## config.mk

```make
export PLATFORM = sky130hd
export DESIGN_NAME = mem_access_ctrl
export DESIGN_NICKNAME = d
export VERILOG_FILES = /design/src/rtl/mem_access_ctrl.sv
export SDC_FILE = /design/constraint.sdc
export NUM_CORES = 1
export LEC_CHECK = 0
export BUFFER_PORTS_ARGS = -buffer_cell sky130_fd_sc_hd__buf_2
export CAP_MARGIN = 20
export CORE_AREA = 3 3 40 42
export CTS_CLUSTER_DIAMETER = 50
export DETAILED_ROUTE_END_ITERATION = 8
export DIE_AREA = 0 0 43 45
export GPL_TIMING_DRIVEN = 0
export HOLD_SLACK_MARGIN = 0.05
export SKIP_LAST_GASP = 1
export SYNTH_ARGS = -nofsm -noshare
export SYNTH_HDL_FRONTEND = slang
export SYNTH_SLANG_ARGS = --single-unit
export TNS_END_PERCENT = 30
```

## constraint.sdc

```tcl
create_clock -name Clk -period 1.64 [get_ports Clk]
set_input_delay 0.082 -clock Clk [delete_from_list [all_inputs] [get_ports Clk]]
set_output_delay 0.082 -clock Clk [all_outputs]
set_load 0.1 [all_outputs]
```

## src/rtl/mem_access_ctrl.sv

```systemverilog
// rtl/mem_access_ctrl.sv - SLC-3 memory-access sequencer with fixed-latency SRAM strobes
module mem_access_ctrl #(
  parameter int WAIT_CYCLES = 2  // strobe hold cycles per access, 1..15
) (
  input  logic       Clk,
  input  logic       Reset,
  input  logic       start,
  input  logic       rw,
  output logic       busy,
  output logic       done,
  output logic [1:0] bus_sel,
  output logic       LD_MAR,
  output logic       LD_MDR,
  output logic       MIO_EN,
  output logic       OE_N,
  output logic       WE_N
);

  typedef enum logic [2:0] {
    S_IDLE = 3'd0,
    S_ADDR = 3'd1,
    S_DATA = 3'd2,
    S_RD   = 3'd3,
    S_WR   = 3'd4,
    S_DONE = 3'd5
  } state_t;

  // Counter counts down to zero so the last strobe cycle is simply "counter == 0".
  localparam logic [3:0] CNT_LOAD = 4'(WAIT_CYCLES - 1);

  localparam logic [1:0] BUS_NONE = 2'b00;
  localparam logic [1:0] BUS_ADDR = 2'b01;
  localparam logic [1:0] BUS_WDAT = 2'b10;

  state_t     r_state;
  state_t     w_state_next;
  logic [3:0] r_cnt;
  logic [3:0] w_cnt_next;
  logic       r_rw;
  logic       w_rw_next;
  logic       w_cnt_zero;

  assign w_cnt_zero = (r_cnt == 4'd0);

  // State, wait counter and latched access type; reset aborts any access at once.
  always_ff @(posedge Clk or posedge Reset) begin
    if (Reset) begin
      r_state <= S_IDLE;
      r_cnt   <= 4'd0;
      r_rw    <= 1'b0;
    end else begin
      r_state <= w_state_next;
      r_cnt   <= w_cnt_next;
      r_rw    <= w_rw_next;
    end
  end

  // Next-state: start/rw only matter in IDLE, counter only moves in the strobe states.
  always_comb begin
    w_state_next = r_state;
    w_cnt_next   = r_cnt;
    w_rw_next    = r_rw;
    case (r_state)
      S_IDLE: begin
        if (start) begin
          w_rw_next    = rw;
          w_cnt_next   = CNT_LOAD;
          w_state_next = S_ADDR;
        end
      end
      S_ADDR: w_state_next = r_rw ? S_DATA : S_RD;
      S_DATA: w_state_next = S_WR;
      S_RD, S_WR: begin
        if (w_cnt_zero) begin
          w_state_next = S_DONE;
        end else begin
          w_cnt_next = r_cnt - 4'd1;
        end
      end
      S_DONE:  w_state_next = S_IDLE;
      default: w_state_next = S_IDLE;
    endcase
  end

  // Moore output decode; every output not named for a state stays at its idle value.
  always_comb begin
    busy    = (r_state != S_IDLE);
    done    = 1'b0;
    bus_sel = BUS_NONE;
    LD_MAR  = 1'b0;
    LD_MDR  = 1'b0;
    MIO_EN  = 1'b0;
    OE_N    = 1'b1;
    WE_N    = 1'b1;
    case (r_state)
      S_ADDR: begin
        LD_MAR  = 1'b1;
        bus_sel = BUS_ADDR;
      end
      S_DATA: begin
        LD_MDR  = 1'b1;
        bus_sel = BUS_WDAT;
      end
      S_RD: begin
        OE_N   = 1'b0;
        MIO_EN = 1'b1;
        // Capture memory data only on the final cycle of the read window.
        LD_MDR = w_cnt_zero;
      end
      S_WR:    WE_N = 1'b0;
      S_DONE:  done = 1'b1;
      default: ;
    endcase
  end

endmodule
```

=== Word-level counts from Yosys, hierarchy flattened ===
Cells that the tools add are included.

* Register bits after elaboration: 8
* Bits of input ports: 4
* Logic and storage cells: 34

* Add/sub/neg operators: 1
* Equality and inequality tests: 8
* Mux-type cells: 14
* Reductions and logical operators: 8

{| class="wikitable"
|+ Operator list
! operator !! number
|-
| 3-bit one-hot mux with 4 select lines || 1
|-
| 4-bit two-way mux || 2
|-
| 4-bit one-hot mux with 2 select lines || 1
|-
| 3-bit by 2-bit equality test with 1-bit output, second input constant || 2
|-
| 3-bit equality test, second input constant || 2
|-
| 1-bit two-way mux || 6
|-
| 3-bit two-way mux || 2
|-
| 2-bit inequality test, second input constant || 3
|-
| 4-bit zero test || 1
|-
| 2-bit one-hot mux with 2 select lines || 1
|-
| 2-bit AND reduction || 2
|-
| 4-bit by 1-bit subtractor with 4-bit output, second input constant || 1
|-
| 3-bit by 1-bit equality test with 1-bit output, second input constant || 1
|-
| 3-bit zero test || 1
|-
| 3-bit AND reduction || 1
|-
| 3-bit nonzero test || 1
|-
| 1-bit one-hot mux with 2 select lines || 1
|-
| 2-bit nonzero test || 1
|-
| 2-bit OR reduction || 1
|}

=== Longest topological paths before layout ===
* Depth in word-level cells: 4
* Gate-level depth with buffers: 5
* Mapped depth without buffers: 5

=== Worst setup path after synthesis ===
No wires, ideal clock.

* Path kind: reg-to-reg
* Start: register r_cnt[0]
* End: register r_state[2]
* Arrival: 2,863 ps
* Data required time: 1,567 ps
* Path slack: -1,295 ps
* Cell stages (with the launch flop): 6
* Clock period less this slack: 2,935 ps
* Cell sequence: dfrtp_1 inv_1 ha_1 or3b_2 a21oi_1 or2_2

* Cells in the longest elaborated chain, start to end: 3

{| class="wikitable"
|+ RTL lines
! element !! RTL line !! RTL
|-
| start: declaration || 37 || <nowiki>logic [3:0] r_cnt;</nowiki>
|-
| start signal: assignment || 53 || <nowiki>r_cnt <= w_cnt_next;</nowiki>
|-
| 4-bit zero test || 43 || <nowiki>assign w_cnt_zero = (r_cnt == 4'd0);</nowiki>
|-
| 2-bit inequality test (no line) || -- ||
|-
| 2-bit AND reduction (no line) || -- ||
|-
| end signal: assignment || 52 || <nowiki>r_state <= w_state_next;</nowiki>
|-
| end: declaration || 35 || <nowiki>state_t r_state;</nowiki>
|}

No other way between the ends.
A chain may end at the register's enable or synchronous reset.

=== Final worst setup path ===
* Start: register r_state[1]
* End: output busy

* Cells in the longest elaborated chain, start to end: 1

{| class="wikitable"
|+ RTL lines
! element !! RTL line !! RTL
|-
| 3-bit nonzero test || 87 || <nowiki>busy = (r_state != S_IDLE);</nowiki>
|-
| end: declaration || 9 || <nowiki>output logic busy,</nowiki>
|}

No other way between the ends.

==> key figures <==
Timing
  – Final hold violation count: 0
  – Rel. slew slack: 0.678
  – Minimum clock period after layout: 1.68 ns
  – Part of the cycle the worst path needs: 1.02
  – Final setup margin: -0.0383 ns
  – Worst hold margin: 0.198 ns
  – Worst Max-Slew Pin Slew: 0.486 ns
  – Setup TNS: -0.0729 ns
  – Fmax: 596 MHz
  – Max-slew violation count: 0
  – RSZ-0062 raised after global routing: yes
  – Final count of negative-setup-slack endpoints: 3
  – Max Clock Skew: 0.000292 ns

Yosys
  – Number of synthesized flops with an enable pin: 0
  – Largest family of logic cells by synthesized area: simple AND/OR/NAND/NOR gates
  – Arithmetic-cell share of the synthesized area counting full adders, half adders and majority gates: 0.0241
  – Sequential fraction of the synthesis area: 0.386
  – Synthesis-stage register bit count: 8
  – Fraction of registers with async set/reset: 1.00
  – Synth Area in XOR/XNOR: 0
  – Most frequent cell after synthesis: sky130_fd_sc_hd__dfrtp_1
  – Top cells by area, synth: sky130_fd_sc_hd__dfrtp_1, sky130_fd_sc_hd__mux2i_1, sky130_fd_sc_hd__inv_1, sky130_fd_sc_hd__nand2_1, sky130_fd_sc_hd__nor2_1
  – Synth top area share: 0.386
  – Syn nets: 61
  – Synthesized-area fraction occupied by ao, oa, aoi and oai cells: 0.120
  – Biggest area consumer among synthesized cells: sky130_fd_sc_hd__dfrtp_1
  – Primary flip-flop cell chosen by synthesis mapping: sky130_fd_sc_hd__dfrtp_1
  – YS warnings: 0
  – Synthesized area per cell: 9.27 um^2
  – Synth Instances: 56
  – Mux contribution to synthesized area: 0.0578
  – Share of synthesized cell area in and, or, nand and nor gates: 0.335
  – Most numerous cell types in the synthesized netlist: sky130_fd_sc_hd__dfrtp_1, sky130_fd_sc_hd__inv_1, sky130_fd_sc_hd__nand2_1, sky130_fd_sc_hd__nor2_1
  – Post-synth cell types: 30
  – Post-synthesis instance area: 519 um^2

GRT
  – All-layer global routing usage: 0.133
  – Pin count of the biggest net entering global routing: 11
  – Via count of the first global-routing pass: 417
  – First-pass GRT wire length: 1930 um
  – Antenna violations before repair: 0
  – Total overflow reported by the global router: 0

Finish
  – Net count, final: 82
  – Filler cell count: 113
  – Total area of multi-input combinational cells: 319 um^2
  – Register cell area after layout: 200 um^2
  – Fraction of layout cells with a size suffix above 1: 0.440
  – Area Overhead vs Synth: 38.8%
  – Post-route core utilization: 0.561
  – Antenna diode instance count: 0

Worst setup path
  – Critical path's most frequent cell: sky130_fd_sc_hd__buf_2
  – Slowest library cell on the worst path: sky130_fd_sc_hd__or3_2
  – Arrival time worst endpoint: 1.60 ns
  – Required time at the worst-slack endpoint: 1.56 ns
  – Cell chain of the critical path: buf_2, or3_2, buf_2
  – Total buffers and inverters traversed by the critical path: 2
  – Max incr delay on CP: 0.47 ns
  – Category of the worst setup path capture point: primary output
  – Critical path start-end classification: flop to primary output
  – Critical path peak fanout: 10
  – Largest delay contributor family on the critical path: buffers and inverters
  – Startpoint types: flop

Placement
  – Post-detailed-placement half-perimeter wirelength: 764 um
  – Number of buffers added on ports: 12
  – Gpl congestion: 0.748

Detailed routing
  – Violation count after the first detailed-routing iteration: 3
  – Via Count: 452
  – Remaining antenna violation count after routing: 0
  – Routed wirelength normalized by instance count: 12.4 um
  – Number of detailed-route iterations in the first pass: 4
  – Via/cell ratio: 5.02
  – Total wire length: 1120 um
  – Post-route DRC: 0

Clock network
  – CTS tree: built
  – Clock transition at the registers of the reported paths: 0.06 ns
  – CTS buffer count: 3
  – CTS root buffer: sky130_fd_sc_hd__clkbuf_4
  – Buffer levels on the longest clock path: 2
  – Total clock sinks: 8
  – Clock network latency to the later pin of the worst-skew pair: 0.25 ns
  – Maximum level of the CTS H-tree: 1

Die
  – Top-level port count: 13
  – Die Ht: 45 um
  – Die width: 43 um
  – Core outline area: 1280 um^2
  – Starting utilization of the core area: 0.404
  – Die ar.: 1940 um^2
  – Rows: 13

Hold path
  – Class of the most critical hold timing path: input pin to flop

Flow run
  – Maximum capacitance violations: 0

Outcome
  – Failing checks: setup timing
  – Outcome: complete, but fails checks
==> cell type report <==
type,instances,area share
multi-input combinational,40,0.443
buffer,3,0.0382
clock buffer,3,0.0313
sequential,8,0.278
inverter,5,0.0313
timing repair buffer,16,0.153
tap,15,0.0260
==> layer usage <==
layer	vias up	share of wire	track usage
li1	237	-	-
met1	206	0.48	0.177
met2	7	0.47	0.204
met3	2	0.038	0.0239
met4	0	0.011	0.0723
met5	-	0	0
==> per-stage QoR <==
stage	instances	instance area, um^2	setup slack, ns
after floorplan	56	548	-0.644
after global placement	83	627	-0.0422
after detailed placement	83	627	-0.0433
after CTS	90	699	-0.0897
after global routing	90	721	-0.108
final	90	721	-0.0383
==> what timing repair did <==
action | CTS | global route
hold endpoints to repair | 9 | 0
pin swaps | 1 | 1
setup buffers | 2 | 0
setup endpoints to repair | 5 | 12
hold buffers | 2 | 0
resized for setup | 4 | 3
==> cell families (layout without fill, tap and decap cells) <==
kind of cell	count (synthesis)	count (layout)
AO/OA/AOI/OAI	9	9
multiplexers	3	3
buffers and inverters	8	27
flip-flops	8	8
AND/OR/NAND/NOR	27	27
adder cells (fa/ha/maj)	1	1
==> tightest hold or removal path, cell delays in order <==
cell	delay, ns
sky130_fd_sc_hd__buf_2	0.11
sky130_fd_sc_hd__mux2i_1	0.12
sky130_fd_sc_hd__o32ai_1	0.09
==> sequential cells by signal, indices dropped and copies added (netlist names) <==
signal	flops
r_cnt	4
r_rw	1
r_state	3
==> cells in the final DEF (no fill, tap or decap), drive strengths merged, types with 2 or more instances in the layout <==
cell,count
a21oi,4
buf,17
clkbuf,3
dfrtp,8
dlygate4sd3,2
inv,4
mux2i,3
nand2,5
nor2,5
nor2b,3
nor3b,2
==> worst paths after layout <==
path / slack [ns] / to / startpoint / cells past startpoint
setup / recovery: -0.04 / busy / r_state[1] / 3
hold / removal: 0.20 / r_state[0] / start / 3
setup reg to reg: 0.03 / r_cnt[3] / r_state[0] / 4
hold reg to reg: 0.47 / r_rw / r_rw / 2
max in group asynchronous: 1.08 / r_state[2] / Reset / 3
min in group asynchronous: 0.32 / r_rw / Reset / 3
Power is left out: the tool's default activity adds up to more than one toggle a clock period on the data nets, which glitch-free logic cannot reach.
